$ cat src/rtl/serial_adder_pkg.sv
// Shared definitions for the bit-serial adder.
//   state_t   : controller states (IDLE, RUN, DONE)
//   MAX_WIDTH : largest supported operand width
package serial_adder_pkg;

    localparam int MAX_WIDTH = 32;

    typedef enum logic [1:0] {
        IDLE = 2'd0,
        RUN  = 2'd1,
        DONE = 2'd2
    } state_t;

endpackage

$ cat src/rtl/full_add.sv
// Gate-level one-bit full adder cell.
// Ports:
//   a, b : addend bits
//   c    : carry in
//   sum  : sum bit
//   cout : carry out
module full_add (
    input  logic a,
    input  logic b,
    input  logic c,
    output logic sum,
    output logic cout
);

    logic half;

    assign half = a ^ b;
    assign sum  = half ^ c;
    assign cout = (a & b) | (c & half);

endmodule

$ cat src/rtl/serial_adder.sv
// Bit-serial ripple adder: one full_add cell processes one bit pair per
// clock, LSB first, with the carry recirculated through a flop.
// Ports:
//   clk   : clock, rising edge
//   rst_n : asynchronous active-low reset
//   start : request, sampled only in IDLE
//   a, b  : WIDTH-bit operands, captured on accept
//   cin   : carry-in, captured on accept
//   busy  : high while the operation is running
//   done  : one-cycle pulse when sum/cout update
//   sum   : WIDTH-bit result, held until the next completion
//   cout  : final carry-out, held with sum
module serial_adder
    import serial_adder_pkg::*;
#(
    parameter int WIDTH = 8
) (
    input  logic             clk,
    input  logic             rst_n,
    input  logic             start,
    input  logic [WIDTH-1:0] a,
    input  logic [WIDTH-1:0] b,
    input  logic             cin,
    output logic             busy,
    output logic             done,
    output logic [WIDTH-1:0] sum,
    output logic             cout
);

    // One extra counter bit keeps the width non-zero when WIDTH=1.
    localparam int             CW   = $clog2(WIDTH) + 1;
    localparam logic [CW-1:0]  LAST = CW'(WIDTH - 1);

    if (WIDTH < 1 || WIDTH > MAX_WIDTH) begin : g_width_check
        $error("serial_adder: WIDTH must be in 1..%0d", MAX_WIDTH);
    end

    state_t           state;
    state_t           state_next;
    logic [WIDTH-1:0] a_sr;
    logic [WIDTH-1:0] b_sr;
    logic [WIDTH-1:0] res_sr;
    logic [WIDTH-1:0] res_next;
    logic             carry;
    logic [CW-1:0]    cnt;
    logic             last;
    logic             fa_sum;
    logic             fa_cout;

    full_add u_full_add (
        .a    (a_sr[0]),
        .b    (b_sr[0]),
        .c    (carry),
        .sum  (fa_sum),
        .cout (fa_cout)
    );

    assign last = (cnt == LAST);

    // New sum bit enters at the MSB so that after WIDTH shifts the LSB
    // produced first has arrived at bit 0.
    always_comb begin
        res_next            = res_sr >> 1;
        res_next[WIDTH-1]   = fa_sum;
    end

    always_comb begin
        state_next = state;
        case (state)
            IDLE:    if (start) state_next = RUN;
            RUN:     if (last)  state_next = DONE;
            DONE:    state_next = IDLE;
            default: state_next = IDLE;
        endcase
    end

    always_ff @(posedge clk or negedge rst_n) begin
        if (!rst_n) begin
            state <= IDLE;
        end else begin
            state <= state_next;
        end
    end

    always_ff @(posedge clk or negedge rst_n) begin
        if (!rst_n) begin
            a_sr   <= '0;
            b_sr   <= '0;
            res_sr <= '0;
            carry  <= 1'b0;
            cnt    <= '0;
            busy   <= 1'b0;
            done   <= 1'b0;
            sum    <= '0;
            cout   <= 1'b0;
        end else begin
            done <= 1'b0;
            busy <= 1'b0;
            case (state)
                IDLE: begin
                    if (start) begin
                        a_sr  <= a;
                        b_sr  <= b;
                        carry <= cin;
                        cnt   <= '0;
                    end
                end
                RUN: begin
                    a_sr   <= a_sr >> 1;
                    b_sr   <= b_sr >> 1;
                    res_sr <= res_next;
                    carry  <= fa_cout;
                    cnt    <= cnt + CW'(1);
                    // busy is registered, so it is high only for the RUN
                    // edges that are followed by another RUN cycle.
                    busy   <= !last;
                    if (last) begin
                        sum  <= res_next;
                        cout <= fa_cout;
                        done <= 1'b1;
                    end
                end
                default: ;
            endcase
        end
    end

endmodule

$ cat config.mk
export PLATFORM = sky130hd
export DESIGN_NAME = serial_adder
export DESIGN_NICKNAME = d
export VERILOG_FILES = /design/src/rtl/serial_adder_pkg.sv /design/src/rtl/full_add.sv /design/src/rtl/serial_adder.sv
export SDC_FILE = /design/constraint.sdc
export NUM_CORES = 1
export LEC_CHECK = 0
export BUFFER_PORTS_ARGS = -buffer_cell sky130_fd_sc_hd__buf_4
export CORE_AREA = 2 2 87 89
export DETAILED_ROUTE_END_ITERATION = 8
export DIE_AREA = 0 0 89 91
export GPL_ROUTABILITY_DRIVEN = 1
export GPL_TIMING_DRIVEN = 0
export PLACE_DENSITY_LB_ADDON = 0.1
export RECOVER_POWER = 50
export SYNTH_ARGS = -nofsm -noshare
export SYNTH_HDL_FRONTEND = slang
export SYNTH_SLANG_ARGS = --single-unit
export TNS_END_PERCENT = 50
$ cat constraint.sdc
create_clock -name clk -period 2.1 [get_ports clk]
set_clock_uncertainty 0.15 [all_clocks]
set_input_delay 0.315 -clock clk [delete_from_list [all_inputs] [get_ports clk]]
set_output_delay 0.315 -clock clk [all_outputs]
set_load 0.005 [all_outputs]
==> summary.md, run 1 <==
| Metric | Value |
|---|---|
| Status | `completed` |
| Worst-path cell chain | `ha_1 > nand2_1 > nor3_4 > mux2_2` |
| Core area | `0.007137 sq mm` |
| Hold_buf cts | `1` |
| Congestion Overflow GR | `0` |
| TritonCTS clock tree | `built` |
| Max-cap violations | `0` |
| Post-Syn Area | `0.001808 sq mm` |
| Via Count | `1372` |
| GPL Wtd Cong | `0.6898` |
| Data required time of the critical path | `2.13 ns` |
| Worst-path maximum fanout | `10` |
| Vias per inst | `4.440` |
| CP max-delay cell | `nor3_4` |
| Count of warnings emitted by yosys | `0` |
| Period minus WS final | `1.821 ns` |
| DR pass1 iterations | `4` |
| Finished Layout Cells | `309` |
| Final wirelength | `4.224 mm` |
| CP arrival | `1.85 ns` |
| Max clock buf depth | `2` |
| Worst Tran Pin Value | `1.044 ns` |
| Initial core utilization | `0.2533` |
| N_diodes | `0` |
| Post-Syn Nets | `193` |
| LEAKAGE | `1.038 nW` |
| Largest stage delay, worst path | `0.45 ns` |
| CTS clk-pin slew, worst paths | `0.08 ns` |
| Clk_lat worst skew | `0.29 ns` |
| Port bufs | `30` |
| Largest net degree at the start of global routing | `42` |
| CP Capture Type | `flop` |
| Drt drc | `0` |
| CP Launch Type | `flop` |
| Layout cells sized above 1 | `0.2524` |
| Crit path launch | `cnt[0]` |
| Die height | `91 um` |
| First-pass GRT wire length | `7.417 mm` |
| RSZ-0062 raised after global routing | `false` |
| Reg-to-Reg Start | `cnt[0]` |
| Row count | `31` |
| Endpoints failing setup | `0` |
| WL per Instance | `13.67 um` |
| WS Path Type | `reg2reg` |
| Final Max Tran Viols | `0` |
| Register area | `0.001026 sq mm` |
| FF+latch count, synth | `41` |
| Post-Place Worst Slack | `0.2487 ns` |
| Final worst slack | `0.2794 ns` |
| Post-CTS setup buffer count | `0` |
| Cell Pwr Density | `1400 mW/mm^2` |
| Area delta synth->final | `27.34%` |
| Number of top-level pins | `31` |
| Clock net sink count | `41` |
| Post-CTS resize count | `0` |
| Peak VDD IR | `395.9 uV` |
| CTS H-tree lvls | `2` |
| Global-route usage over all layers | `0.1192` |
| Fin util | `0.3226` |
| Full die area | `0.008099 sq mm` |
| Area of the multi-input gates | `738.2 sq um` |
| Fmax | `549.3 MHz` |
| Most common cell after layout, fill and taps aside | `dfrtp_1` |
| Mapped Cells | `171` |
| Most frequent cells in the layout | `dfrtp_1 (41), nand2_1 (27), buf_4 (25)` |
| Hold Crit Class | `in2reg` |
| Final period util | `0.8669` |
| Final hold violations | `0` |
| CP delay by family, top | `simple AND/OR/NAND/NOR gates` |
| HP Start | `b[6]` |
| Clock tree root buffer cell | `clkbuf_8` |
| Vias in the first global route | `1444` |
| Final setup TNS | `0 ns` |
| Buf+Inv Stages, Crit Path | `0` |
| Dpl hpwl | `2.842 mm` |
| Routed Antenna Nets | `0` |
| Syn_area_per_cell | `10.57 sq um` |
| Sequential fraction of the synthesis area | `0.5675` |
| Post-synthesis cell type count | `23` |
| Chip width | `89 um` |
| Iteration-0 DRC count of the detailed router | `88` |
| Fillers | `769` |
| # nets final | `231` |
| CTS Buf Count | `5` |
| Initial antenna violation count | `0` |
| Inst Count DP | `300` |
| Slew headroom | `0.3041` |
[Yosys cell counts]
cell type / n / share of area
o311ai_0: 1 / 0.0048
clkbuf_1: 7 / 0.015
and3b_1: 1 / 0.0048
nand3_1: 2 / 0.0055
nand2b_2: 1 / 0.0048
nor2b_1: 18 / 0.062
nor2_1: 3 / 0.0062
o21ai_1: 1 / 0.0028
ha_1: 1 / 0.0069
o21bai_1: 1 / 0.0042
clkbuf_2: 1 / 0.0028
nor3_1: 1 / 0.0028
a21oi_1: 18 / 0.050
a22oi_1: 14 / 0.058
a22o_1: 2 / 0.0097
fa_1: 1 / 0.011
nand2_1: 27 / 0.056
o21ai_0: 17 / 0.047
nor3_4: 1 / 0.0090
buf_4: 1 / 0.0042
mux2_2: 10 / 0.062
dfrtp_1: 41 / 0.57
buf_2: 1 / 0.0028
[logic make-up (layout without fill, tap and decap cells)]
family          count (synthesis)  in the layout  synth area share
simple gates                   54             54            0.1516
compound gates                 54             54            0.1765
flops                          41             41            0.5675
fa+ha+maj                       2              2           0.01799
buf+inv                        10             49           0.02422
mux                            10             10           0.06228
[metrics by stage]
stage               hold slack (ns)  total power, mW  cell area [sq um]
floorplan                   -0.1306            2.049               1808
global placement             0.1999            2.498               2157
detailed placement           0.1993            2.511               2157
CTS                          0.1455            3.306               2305
global route                 0.1606            3.541               2302
finish                       0.1576            3.223               2302
[metal layers]
metal,up-vias,share of wire,track usage
met2,18,0.47,0.1785
met4,0,0.0095,0.03358
met5,-,0,0
li1,675,-,-
met3,4,0.030,0.03273
met1,675,0.49,0.1684
[final timing paths]
check,cells after the start,slack [ns],endpoint
worst max-delay path,4,0.28,sum[4]
worst min-delay path,3,0.16,b_sr[6]
worst max register to register,4,0.28,sum[4]
worst min register to register,2,0.33,res_sr[1]
max in group asynchronous,2,0.57,a_sr[0]
min in group asynchronous,2,0.59,cnt[1]
[state kept, by name, summed over array words and instances (netlist names)]
register  count
cnt           4
a_sr          8
res_sr        7
sum           8
carry         1
cout          1
busy          1
b_sr          8
done          1
state         2
[area by class of cell]
class                   instances  share of cell area
plain buffers                  10             0.01902
clock buffers                   5             0.02989
clock inverters                 3             0.02989
multi-input cells             120              0.3207
flip-flops and latches         41              0.4457
well taps                      99             0.05380
repair buffers                 31              0.1011
[worst reg2reg max path, delay by kind of cell, from the launching register on]
family | cells | cell delay [ns]
muxes | 1 | 0.40
DFF | 1 | 0.39
adders and majority gates | 1 | 0.19
and+or+nand+nor | 2 | 0.57
[power by group]
group | leakage (nW) | switching [mW] | internal, mW | total (mW)
sequential | 0.530 | 0.234 | 1.11 | 1.35
clock | 0.0687 | 0.286 | 0.479 | 0.765
combinational | 0.440 | 0.587 | 0.525 | 1.11
Power figures use the tool's default switching activity.
==> run 2, diff against run 1 <==
--- a/config.mk
+++ b/config.mk
@@ -12,8 +12,9 @@
 export GPL_ROUTABILITY_DRIVEN = 1
 export GPL_TIMING_DRIVEN = 0
 export PLACE_DENSITY_LB_ADDON = 0.1
-export RECOVER_POWER = 50
+export RECOVER_POWER = 100
 export SYNTH_ARGS = -nofsm -noshare
 export SYNTH_HDL_FRONTEND = slang
+export SYNTH_HIERARCHICAL = 1
 export SYNTH_SLANG_ARGS = --single-unit
 export TNS_END_PERCENT = 50
==> run 2 against run 1 <==
Against the previous run:
- total power shrank 0.33%
- die area unchanged
- via count is 0.44% higher
- global-route usage shrank 0.73 points
- design area decreased by 0.27%
- sequential cell count unchanged
- clock power up 1%
- worst setup slack got worse by 0.0062 ns
- critical path type unchanged
==> summary.md, run 2 <==
| Metric | Value |
|---|---|
| Post-Syn Nets | `192 (-0.52%)` |
| Final hold violations | `0 (unchanged)` |
| Hold Crit Class | `in2reg` |
| Count leader, synth | `dfrtp_1` |
| Initial core utilization | `0.2525 (-0.0008766)` |
| Area leader, netlist | `dfrtp_1` |
| Fmax | `547.4 MHz (-0.34%)` |
| # nets final | `230 (-0.43%)` |
| Mapped Cells | `170 (-0.58%)` |
| Most common cell after layout, fill and taps aside | `dfrtp_1` |
| Global-route usage over all layers | `0.1119 (-0.007302)` |
| Primary FF master, synth | `dfrtp_1` |
| XOR/XNOR Fraction of Synth Area | `0 (unchanged)` |
| Simple-Gate Fraction of Synth Area | `0.1562 (+0.004693)` |
| Post-route cell area | `0.002296 sq mm (-0.27%)` |
| Sequential fraction of the synthesis area | `0.5694 (+0.001970)` |
| Data required time of the critical path | `2.14 ns (about the same)` |
| WS Path Type | `reg2reg` |
| Vias per inst | `4.474 (+0.76%)` |
| Die height | `91 um (unchanged)` |
| Clock net sink count | `41 (unchanged)` |
| Post-Place Worst Slack | `0.2508 ns (+0.002133 ns)` |
| Number of top-level pins | `31 (unchanged)` |
| Layout cells sized above 1 | `0.2440 (-0.008362)` |
| Peak VDD IR | `405.6 uV (+2.5%)` |
| R2r setup slk | `0.27 ns (about the same)` |
| Largest net degree at the start of global routing | `42 (unchanged)` |
| CTS H-tree lvls | `2 (unchanged)` |
| Max-cap violations | `0 (unchanged)` |
| Area delta synth->final | `27.43% (about the same)` |
| Slew headroom | `0.3095 (+0.005413)` |
| Post-DP Area | `0.002151 sq mm (-0.29%)` |
| Dominant cells by area after synthesis | `dfrtp_1 (57%), mux2_2 (6.3%), nand2_1 (5.8%)` |
| CTS Buf Count | `5 (unchanged)` |
| Clock tree root buffer cell | `clkbuf_8` |
| DR pass1 iterations | `4 (unchanged)` |
| RSZ-0062 raised after global routing | `false` |
| Max clock buf depth | `2 (unchanged)` |
| GPL Wtd Cong | `0.6801 (-1.4%)` |
| Post-Syn Area | `0.001802 sq mm (-0.35%)` |
| CP Capture Type | `flop` |
| Full die area | `0.008099 sq mm (unchanged)` |
| Final period util | `0.8699 (+0.002945)` |
| Cell Pwr Density | `1399 mW/mm^2 (about the same)` |
| TritonCTS clock tree | `built` |
| Post-synth EDFFs | `0 (unchanged)` |
| Core area | `0.007137 sq mm (unchanged)` |
| Final wirelength | `4.139 mm (-2.0%)` |
| Dpl hpwl | `2.845 mm (+0.12%)` |
| WL per Instance | `13.44 um (-1.7%)` |
| Final worst slack | `0.2732 ns (-0.006184 ns)` |
| Most frequent cells in the layout | `dfrtp_1 (41), nand2_1 (28), buf_4 (19)` |
| Adder-Cell Fraction of Synth Area | `0.01806 (+0.00006248)` |
| Worst-path maximum fanout | `10 (unchanged)` |
| Routed Antenna Nets | `0 (unchanged)` |
| CTS clk-pin slew, worst paths | `0.09 ns (about the same)` |
| Post-synthesis compound-gate area fraction | `0.1729 (-0.003554)` |
| Row count | `31 (unchanged)` |
| LEAKAGE | `1.036 nW (-0.23%)` |
| Initial antenna violation count | `0 (unchanged)` |
| Vias in the first global route | `1440 (-0.28%)` |
| Post-synthesis cell type count | `21 (-8.7%)` |
| Leading cell types by count after synthesis | `dfrtp_1 (41), nand2_1 (28), a21oi_1 (18), o21ai_0 (18), nor2b_1 (16)` |
| CP arrival | `1.86 ns (about the same)` |
| Port bufs | `30 (unchanged)` |
| Period minus WS final | `1.827 ns (+0.006184 ns)` |
| Mux cell area share after synthesis | `0.06250 (+0.0002163)` |
| CP Launch Type | `flop` |
| Endpoints failing setup | `0 (unchanged)` |
| N_diodes | `0 (unchanged)` |
| Final setup TNS | `0 ns (unchanged)` |
| Chip width | `89 um (unchanged)` |
| Syn_area_per_cell | `10.60 sq um (+0.24%)` |
| First-pass GRT wire length | `6.962 mm (-6.1%)` |
| Final Max Tran Viols | `0 (unchanged)` |
| Count of warnings emitted by yosys | `6 (+6)` |
| Clk_lat worst skew | `0.30 ns (about the same)` |
| Largest regs | `a_sr (8), b_sr (8), sum (8)` |
| Drt drc | `0 (unchanged)` |
| Post-synth ARST share | `1.000 (unchanged)` |
| Post-synth top area share | `0.5694 (+0.001970)` |
| FF+latch count, synth | `41 (unchanged)` |
| Post-CTS setup buffer count | `0 (unchanged)` |
| Iteration-0 DRC count of the detailed router | `67 (-24%)` |
| Main combinational cell family by area after synthesis | `compound AO/OA/AOI/OAI gates` |
| Worst Tran Pin Value | `1.036 ns (-0.008120 ns)` |
| Via Count | `1378 (+0.44%)` |
| Status | `completed` |
| Congestion Overflow GR | `0 (unchanged)` |
-- run 2: cell count changes after synthesis, sizes merged --
cell / delta
and2b: +1
buf: -1
nand2: +1
a22oi: -1
and3b: +1
nor2b: -2
-- run 2: cell type report --
type                       instances  area, sq um
fill                             769         4841
tap                               99        123.9
clock buffer                       5        68.82
sequential                        41         1026
timing repair buffer              31        232.7
multi-input combinational        120        738.2
clock inverter                     3        68.82
buffer                             9        37.54
-- run 2: what timing repair did --
action,4_1_cts,5_1_grt
endpoints found under the setup margin,0,0
hold buffers,1,0
endpoints found under the hold margin,41,0
gates resized for setup,0,0
-- run 2: worst max-delay path, cell delays in order (launching register included) --
cell and delay, ns:
dfrtp_1 0.40, ha_1 0.19, nand2_1 0.13, nor3_4 0.44, mux2_2 0.39
-- run 2: cells by family (layout without fill, tap and decap cells) --
kind of cell	Yosys count	count (layout)
AOI/OAI and AO/OA	53	53
adders and majority gates	2	2
and+or+nand+nor	55	55
buffers and inverters	9	48
DFF	41	41
muxes	10	10
-- run 2: stage by stage --
stage	utilization	power, mW	hold slack (ns)	cells
6_report	0.3217	3.212	0.1428	308
5_1_grt	0.3217	3.478	0.1694	308
4_1_cts	0.3221	3.283	0.1425	308
3_5_place_dp	0.3014	2.496	0.1831	299
3_3_place_gp	0.3014	2.453	0.1835	299
2_1_floorplan	-	2.039	-0.1306	170
-- run 2: layer usage --
| layer | share of wire | track usage |
|---|---|---|
| met5 | 0 | 0 |
| met4 | 0.014 | 0.03358 |
| met3 | 0.033 | 0.02727 |
| met2 | 0.50 | 0.1822 |
| met1 | 0.46 | 0.1459 |
-- run 2: final timing paths --
check                      startpoint  endpoint  cells past startpoint
setup / recovery               cnt[0]    sum[6]                      4
hold / removal                   b[5]   b_sr[5]                      3
setup reg to reg               cnt[0]    sum[6]                      4
hold reg to reg               b_sr[3]   b_sr[3]                      2
max in group asynchronous       rst_n    sum[3]                      2
min in group asynchronous       rst_n   b_sr[5]                      2
-- run 2: power breakdown --
group / internal, mW / switching (mW)
clock: 0.479 / 0.294
sequential: 1.11 / 0.234
combinational: 0.513 / 0.581
